==> src/rtl/muldiv_hilo_unit.sv <==
// rtl/muldiv_hilo_unit.sv - multi-cycle MULT/MULTU/DIV/DIVU unit owning the HI/LO registers
module muldiv_hilo_unit #(
  parameter int WIDTH = 32
) (
  input  logic             CLK,
  input  logic             RST,
  input  logic             Start,
  input  logic [1:0]       Op,
  input  logic [WIDTH-1:0] Rdata1,
  input  logic [WIDTH-1:0] Rdata2,
  input  logic             WrHi,
  input  logic             WrLo,
  input  logic [WIDTH-1:0] Wdata,
  output logic             Busy,
  output logic             Done,
  output logic [WIDTH-1:0] Hi,
  output logic [WIDTH-1:0] Lo
);

  localparam logic [1:0] S_IDLE = 2'd0;
  localparam logic [1:0] S_CALC = 2'd1;
  localparam logic [1:0] S_FIX  = 2'd2;

  localparam int CW = $clog2(WIDTH + 1);
  localparam logic [CW-1:0] LAST = CW'(WIDTH - 1);

  logic [1:0]       state;
  logic [CW-1:0]    cnt;
  logic             busy_q;
  logic             done_q;
  logic [WIDTH-1:0] hi_q;
  logic [WIDTH-1:0] lo_q;

  // Latched operation context. opnd is the multiplicand (multiply) or the
  // divisor (divide); acc_lo starts as the multiplier or the dividend and
  // shifts into the low product half or the quotient.
  logic [1:0]       op_q;
  logic             sign_a;
  logic             sign_b;
  logic             div_zero;
  logic [WIDTH-1:0] opnd;
  logic [WIDTH-1:0] acc_hi;
  logic [WIDTH-1:0] acc_lo;

  // Operand magnitudes presented at Start; MULTU/DIVU (Op[0]=1) are unsigned.
  logic             in_signed;
  logic             in_sa;
  logic             in_sb;
  logic [WIDTH-1:0] in_maga;
  logic [WIDTH-1:0] in_magb;

  // Per-iteration next values and the sign-corrected final values.
  logic [WIDTH:0]     mul_sum;
  logic [WIDTH+1:0]   div_diff;
  logic [WIDTH-1:0]   step_hi;
  logic [WIDTH-1:0]   step_lo;
  logic [2*WIDTH-1:0] prod;
  logic [2*WIDTH-1:0] prod_fix;
  logic [WIDTH-1:0]   fix_hi;
  logic [WIDTH-1:0]   fix_lo;

  // Start-time sign extraction and absolute values.
  always_comb begin
    in_signed = ~Op[0];
    in_sa     = in_signed & Rdata1[WIDTH-1];
    in_sb     = in_signed & Rdata2[WIDTH-1];
    in_maga   = in_sa ? -Rdata1 : Rdata1;
    in_magb   = in_sb ? -Rdata2 : Rdata2;
  end

  // One shift-add multiply step or one restoring divide step per cycle.
  always_comb begin
    mul_sum  = {1'b0, acc_hi} + (acc_lo[0] ? {1'b0, opnd} : {(WIDTH+1){1'b0}});
    div_diff = {1'b0, acc_hi, acc_lo[WIDTH-1]} - {2'b00, opnd};
    step_hi  = acc_hi;
    step_lo  = acc_lo;
    if (op_q[1]) begin
      if (!div_diff[WIDTH+1]) begin
        step_hi = div_diff[WIDTH-1:0];
        step_lo = {acc_lo[WIDTH-2:0], 1'b1};
      end else begin
        step_hi = {acc_hi[WIDTH-2:0], acc_lo[WIDTH-1]};
        step_lo = {acc_lo[WIDTH-2:0], 1'b0};
      end
    end else begin
      step_hi = mul_sum[WIDTH:1];
      step_lo = {mul_sum[0], acc_lo[WIDTH-1:1]};
    end
  end

  // Sign correction. A zero divisor forces an all-ones quotient; the
  // remainder path already reproduces the original dividend in that case.
  always_comb begin
    prod     = {acc_hi, acc_lo};
    prod_fix = (~op_q[0] & (sign_a ^ sign_b)) ? -prod : prod;
    fix_hi   = prod_fix[2*WIDTH-1:WIDTH];
    fix_lo   = prod_fix[WIDTH-1:0];
    if (op_q[1]) begin
      fix_hi = (~op_q[0] & sign_a) ? -acc_hi : acc_hi;
      if (div_zero) begin
        fix_lo = {WIDTH{1'b1}};
      end else begin
        fix_lo = (~op_q[0] & (sign_a ^ sign_b)) ? -acc_lo : acc_lo;
      end
    end
  end

  // Control FSM, iteration datapath and the architectural HI/LO registers.
  always_ff @(posedge CLK or negedge RST) begin
    if (!RST) begin
      state    <= S_IDLE;
      cnt      <= '0;
      busy_q   <= 1'b0;
      done_q   <= 1'b0;
      hi_q     <= '0;
      lo_q     <= '0;
      op_q     <= 2'b00;
      sign_a   <= 1'b0;
      sign_b   <= 1'b0;
      div_zero <= 1'b0;
      opnd     <= '0;
      acc_hi   <= '0;
      acc_lo   <= '0;
    end else begin
      done_q <= 1'b0;
      case (state)
        S_IDLE: begin
          if (Start) begin
            state    <= S_CALC;
            busy_q   <= 1'b1;
            cnt      <= '0;
            op_q     <= Op;
            sign_a   <= in_sa;
            sign_b   <= in_sb;
            div_zero <= ~|Rdata2;
            opnd     <= Op[1] ? in_magb : in_maga;
            acc_lo   <= Op[1] ? in_maga : in_magb;
            acc_hi   <= '0;
          end else begin
            if (WrHi) hi_q <= Wdata;
            if (WrLo) lo_q <= Wdata;
          end
        end
        S_CALC: begin
          acc_hi <= step_hi;
          acc_lo <= step_lo;
          cnt    <= cnt + CW'(1);
          if (cnt == LAST) state <= S_FIX;
        end
        S_FIX: begin
          hi_q   <= fix_hi;
          lo_q   <= fix_lo;
          done_q <= 1'b1;
          busy_q <= 1'b0;
          state  <= S_IDLE;
        end
        default: begin
          state  <= S_IDLE;
          busy_q <= 1'b0;
        end
      endcase
    end
  end

  assign Busy = busy_q;
  assign Done = done_q;
  assign Hi   = hi_q;
  assign Lo   = lo_q;

endmodule

==> config.mk <==
export PLATFORM = sky130hd
export DESIGN_NAME = muldiv_hilo_unit
export DESIGN_NICKNAME = d
export VERILOG_FILES = /design/src/rtl/muldiv_hilo_unit.sv
export SDC_FILE = /design/constraint.sdc
export NUM_CORES = 1
export LEC_CHECK = 0
export ABC_AREA = 1
export CAP_MARGIN = 0
export CORE_MARGIN = 3
export CORE_UTILIZATION = 45
export CTS_BUF_LIST = sky130_fd_sc_hd__clkbuf_8
export DETAILED_ROUTE_END_ITERATION = 7
export MAX_ROUTING_LAYER = met4
export PLACE_DENSITY = 0.65
export SYNTH_ARGS = -nofsm -noshare
export SYNTH_HDL_FRONTEND = slang
export SYNTH_SLANG_ARGS = --single-unit
==> constraint.sdc <==
create_clock -name CLK -period 6.9 [get_ports CLK]
set_input_delay 0.69 -clock CLK [delete_from_list [all_inputs] [get_ports CLK]]
set_output_delay 0.69 -clock CLK [all_outputs]
set_load 0.005 [all_outputs]
==> key figures, run 1 <==
Worst setup path
  • Worst path buffer plus inverter count: 2
  • Stages on worst setup path: 10
  • Critical Path Source Type: flop
  • Worst Setup End Kind: flop
  • Setup Crit Path Kind: flop to flop
  • R2R setup slack: about 3.5 ns
  • Worst r2r dst: Hi[27]
  • Crit path max-delay family: compound AO/OA/AOI/OAI gates
  • CP startpoint: sign_a
  • Crit path top cell by count: nand2_1
  • FF-to-FF Start: sign_a
  • Cell Chain, Critical Path: nand2_1 -> clkinv_1 -> a21oi_1 -> inv_1 -> a21oi_1 -> o21ai_0 -> nand2_1 -> nand2_1 -> nand3_1 -> nand2_1
  • CP Max Fanout: 17
  • End point of the critical path: Hi[27]
  • Crit path required time: between 7 and 8 ns
  • Worst Path Arrival: 3.81 ns
  • Critical-path top delay cell: clkinv_1
  • CP max stage delay: 0.75 ns
  • R2R depth: 10

Clock network
  • Max Root-Sink Buffers: 2
  • TritonCTS clock tree: done
  • H-tree Lvls: 4
  • Post-CTS sizing: 0
  • Clock sinks: 175
  • Post-CTS Setup Inserts: 0
  • Hold Buf Count CTS: 1
  • Reg clk slew, reported paths: 0.13 ns
  • Root Driver: clkbuf_8
  • Skew-Pair Late Insertion Delay: 0.54 ns
  • Clock buffer count from CTS: 17

GRT
  • Pin count of the biggest net entering global routing: ~170
  • Number of antenna violations at the first check in global routing: 0
  • Vias in the first global route: 19,900
  • Global-route usage over all layers: 36.3%
  • Grt total ovfl: 0
  • First-pass GRT wire length: around 120 mm

Synthesis
  • Cell taking the most area after synthesis: dfrtp_1
  • FFs w/ async S/R, synth: between 90% and 100%
  • Cells after Synth: between 3,000 and 4,000
  • Synth warnings: 0
  • Syn_nets: about 3,300
  • Seq/Total Area, Yosys: 24.1%
  • Post-synth top area share: 24.1%
  • Synth Area per Inst: between 5 and 6 um^2
  • Number of synthesized register bits: 175
  • Commonest cells post-synth: nand2_1 (1,011), inv_1 (433), nand3_1 (343), nor2_1 (296), o21ai_0 (183)
  • Synth Flop Type: dfrtp_1
  • Distinct cell type count after synthesis: 55
  • Most common cell in the netlist: nand2_1
  • Number of flops mapped to enable cells by yosys: 0
  • Mapped Area: 18,200 um^2
  • Top cells by area, synth: dfrtp_1 (24%), nand2_1 (21%), nand3_1 (9.4%)

Detailed routing
  • # DRC: 0
  • Total wire length: roughly 80 mm
  • Drt wl/cell: 20.9 um
  • DR vias: 21,600
  • Detail Route Antenna Nets: 0
  • First-pass DRT Iterations: 8
  • Vias per Instance: 5.73
  • 1st-iter DRT viols: roughly 2,500

Place
  • Final Wtd Congestion: 1.03
  • HPWL Detailed: 63.4 mm
  • DP Cell Count: 3,738
  • Port Buf Inserts: ~170

Cells and area
  • Area delta synth->final: 14.0%
  • Non-Filler Instances: about 3,800
  • Number of diodes: 0
  • Layout cell share with drive strength beyond 1: 3.23%
  • Nets: 3,407

Die
  • Io pins: 169
  • DIE WIDTH: around 210 um
  • Rows: 73
  • Die Area: 42,900 um^2
  • Initial Util: 45.7%
  • Core ar.: 39,800 um^2
  • Die Y: between 200 and 250 um

Timing
  • F_max: 0.297 GHz
  • Minimum clock period: 3.36 ns
  • Final setup fails: 0
  • RSZ-0062 raised after global routing: false
  • Worst-margin pin slew: 1.18 ns
  • Period utilization: 48.7%
  • Setup Total Neg Slack: 0 ns
  • Max Transition Viols Final: 0
  • Final hold violations: 0
  • Slew HR: a little over a fifth
  • Clock skew: around 0.021 ns
  • Hold slack: 0.437 ns

Power
  • LEAKAGE: roughly 10 nW
  • Cell area power density: 569 nW/um^2
  • Max VDD drop: roughly 0.28 mV

Outcome
  • Status: finished, final reports clean

Flow run
  • Max Cap Viol: 0

Hold path
  • Worst Hold Class: flop to flop
-- registers in the layout, indices dropped and copies added, names as in the netlist --
signal and count:
op_q 2, cnt 6, Busy 1, acc_lo 32, Hi 32, div_zero 1, Done 1, sign_a 1
sign_b 1, state 2, opnd 32, Lo 32, acc_hi 32
-- stage by stage --
stage	power (mW)	area [um^2]	worst slack, ns	util, %
floorplan	7.84	18200	4.38	-
global placement	10.6	20300	3.10	50.9
detailed placement	10.7	20300	3.17	50.9
CTS	11.6	20800	3.57	52.1
global route	12.8	20800	3.32	52.1
finish	11.8	20800	3.54	52.1
-- power breakdown --
part,switching [mW],internal [mW],total [mW]
Combinational,5.77,2.92,8.70
Clock,0.516,0.353,0.870
Sequential,0.693,1.56,2.25
Total,6.98,4.83,11.8
-- cell families after synthesis --
group | Yosys count | synth area share (%)
simple gates | 1781 | 41.0
buf+inv | 547 | 11.6
compound gates | 492 | 15.4
flops | 175 | 24.1
fa+ha+maj | 71 | 4.96
xor+xnor | 61 | 2.93
-- cell usage in the layout, fill, tap and decap left out, types with 12 or more instances in the layout --
| master | n |
|---|---|
| nand2_1 | 1011 |
| inv_1 | 432 |
| nand3_1 | 343 |
| nor2_1 | 294 |
| o21ai_0 | 183 |
| dfrtp_1 | 174 |
| clkdlybuf4s50_1 | 167 |
| a21oi_1 | 161 |
| ha_1 | 69 |
| xor2_1 | 52 |
| nand4_1 | 39 |
| o211ai_1 | 36 |
| nor3_1 | 33 |
| o21ai_1 | 22 |
| o21bai_1 | 21 |
| clkbuf_8 | 17 |
| a31oi_1 | 16 |
| buf_4 | 16 |
| nand3b_1 | 13 |
| a21boi_0 | 13 |
| or2_2 | 12 |
-- per-layer routing --
| metal | global-route usage (%) | part of all wire (%) |
|---|---|---|
| met5 | - | 0 |
| met1 | 49.3 | 43 |
| met2 | 54.9 | 44 |
| met4 | 13.5 | 4.0 |
| met3 | 5.48 | 8.6 |
-- cell type report --
class | count | area, um^2
clock buffers | 17 | 234
clock inverters | 15 | 229
fillers | 4251 | 19100
inverters | 448 | 1680
multi-input cells | 2405 | 11700
flip-flops and latches | 175 | 4380
well taps | 525 | 657
repair buffers | 186 | 1830
-- worst min-delay path by stage --
stage / from / endpoint / slack (ns) / depth (start not counted)
2_1_floorplan: RST / Busy / 0.39 / 0
3_5_place_dp: cnt[5] / state[1] / 0.42 / 1
4_1_cts: cnt[5] / state[1] / 0.44 / 1
6_report: cnt[5] / state[1] / 0.44 / 1
3_3_place_gp: cnt[5] / state[1] / 0.43 / 1
5_1_grt: cnt[5] / state[1] / 0.46 / 1
(Power assumes the default switching activity.)
==> run 2: changes to the inputs <==
Settings changed: PLACE_DENSITY 0.65 to 0.68.
Clock period 6.9 ns to 2.8 ns, I/O delays scaled along.
==> run 2 against run 1 <==
Clock power increased by 140%. Largest cell class unchanged. Die area unchanged. Wire length increased by 2.4%. Critical path type unchanged.
==> key figures, run 2 (synthesized netlist as in run 1, its figures left out) <==
Outcome
  • Status: finished, final reports clean

Worst setup path
  • Setup Crit Path Kind: flop to flop
  • Critical Path Source Type: flop
  • Crit path top cell by count: nand2_1
  • CP Max Fanout: 34
  • Worst Setup End Kind: flop
  • R2R setup slack: 0.1 ns
  • Crit path required time: 3.24 ns
  • CP max stage delay: approximately 0.44 ns
  • Critical-path top delay cell: dfrtp_1
  • Worst Path Arrival: 3.15 ns
  • Cell Chain, Critical Path: buf_12 -> nand2_1 -> inv_1 -> ha_1 -> a21oi_1 -> o21ai_0 -> inv_1 -> nand2_1 -> nand2_1 -> nand3_1 -> nand2_1 -> nand3_1 -> nand2_1 -> inv_1 -> nand2_1 -> nand2_1

Timing
  • Final setup fails: 0
  • Period utilization: between 90 and 100%
  • Minimum clock period: 2.70 ns
  • Setup Total Neg Slack: 0 ns
  • Final hold violations: 0
  • Clock skew: between 0.02 and 0.03 ns
  • RSZ-0062 raised after global routing: true
  • Worst-margin pin slew: 0.678 ns
  • Max Transition Viols Final: 0
  • F_max: 0.370 GHz
  • Slew HR: around 55%

Place
  • HPWL Detailed: 66.8 mm
  • Port Buf Inserts: 168
  • DP Cell Count: between 3,000 and 4,000
  • Final Wtd Congestion: approximately 1

GRT
  • Global-route usage over all layers: 37.3%
  • Vias in the first global route: 20,900
  • Grt total ovfl: 0
  • Number of antenna violations at the first check in global routing: 0
  • First-pass GRT wire length: 122 mm
  • Pin count of the biggest net entering global routing: 61

Hold path
  • Worst Hold Class: primary input to async pin

Power
  • LEAKAGE: 11.1 nW
  • Max VDD drop: a little under 0.8 mV
  • Cell area power density: 1420 nW/um^2

Detailed routing
  • Vias per Instance: 5.71
  • # DRC: 0
  • DR vias: 22,300
  • 1st-iter DRT viols: approximately 3,000
  • Drt wl/cell: 20.6 um
  • Total wire length: slightly above 80 mm
  • Detail Route Antenna Nets: 0
  • First-pass DRT Iterations: 8

Cells and area
  • Number of diodes: 0
  • Nets: 3,542
  • FILL cells: 4,157
  • Most frequent cells in the layout: nand2_1 (1,009), inv_1 (432), nand3_1 (343)
  • Reg area: between 4000 and 5000 um^2
  • Multi-input logic area: between 10,000 and 15,000 um^2
  • Most common cell after layout, fill and taps aside: nand2_1
  • Layout cell share with drive strength beyond 1: 7.42%
  • Non-Filler Instances: between 3,000 and 4,000
  • Area delta synth->final: 20.5%

Clock network
  • Clock sinks: roughly 180
  • Clock buffer count from CTS: 17
  • TritonCTS clock tree: done
  • Reg clk slew, reported paths: 0.13 ns
  • Skew-Pair Late Insertion Delay: 0.55 ns
  • Root Driver: clkbuf_8
  • H-tree Lvls: 4
  • Max Root-Sink Buffers: 2

Die
  • Io pins: 169
  • Die Area: 42,900 um^2
  • Core ar.: between 30,000 and 40,000 um^2
  • DIE WIDTH: just over 200 um
  • Die Y: between 200 and 250 um
  • Rows: between 70 and 80
  • Initial Util: approximately 46%

Flow run
  • Max Cap Viol: 0
==> run 2: layer usage <==
layer	vias to the layer above	routed length [um]	global-route usage, %
li1	10600	-	-
met1	10300	34400	49.9
met2	1215	35700	57.0
met3	197	6650	4.62
met4	0	3790	16.2
met5	-	0	-
==> run 2: critical path, delay by kind of cell, from the launching register on <==
kind                     cells  cell delay (ns)
flip-flops                   1             0.44
adder cells (fa/ha/maj)      1             0.35
AO/OA/AOI/OAI                2             0.49
AND/OR/NAND/NOR              9             0.91
buffers and inverters        4             0.40
==> run 2: area by class of cell <==
| type | instances | share of cell area (%) |
|---|---|---|
| clock buffers | 17 | 1.07 |
| clock inverters | 15 | 0.993 |
| inverters | 448 | 7.67 |
| multi-input cells | 2405 | 53.7 |
| flip-flops and latches | 175 | 20.0 |
| well taps | 525 | 3.00 |
| repair buffers | 321 | 13.6 |
==> run 2: power by group <==
part	leakage (nW)	switching, mW	internal, mW
Combinational	8.84	15.5	8.79
Sequential	2.07	1.07	3.84
Clock	0.221	1.35	0.728
Total	11.1	17.9	13.4
==> run 2: path summary, 6_finish.rpt <==
path | startpoint | to | cells past startpoint
max in group asynchronous | RST | opnd[1] | 3
min in group CLK | Wdata[0] | Lo[0] | 3
min reg2reg | cnt[5] | state[1] | 1
max reg2reg | acc_lo[0] | acc_hi[23] | 16
min | RST | Hi[28] | 2
max | acc_lo[0] | acc_hi[23] | 16
==> run 2: what timing repair did <==
action	CTS	global route
hold buffers	1	0
endpoints found under the hold margin	52	0
gates cloned	0	0
resized for setup	1	11
setup endpoints to repair	1	7
buffers inserted	0	0
pin swaps	0	0
==> run 2: per-stage QoR <==
step                total power, mW  cell area [um^2]  utilization [%]  hold slack [ns]  setup slack (ns)
finish                         31.2             21900             55.1            0.286            0.0959
global route                   33.8             21900             55.1            0.321           -0.0157
CTS                            30.6             21900             55.0            0.277            0.0624
detailed placement             28.4             21400             53.8            0.319          -0.00370
global placement               28.1             21400             53.8            0.304            0.0247
floorplan                      19.3             18200                -          -0.0156             0.276
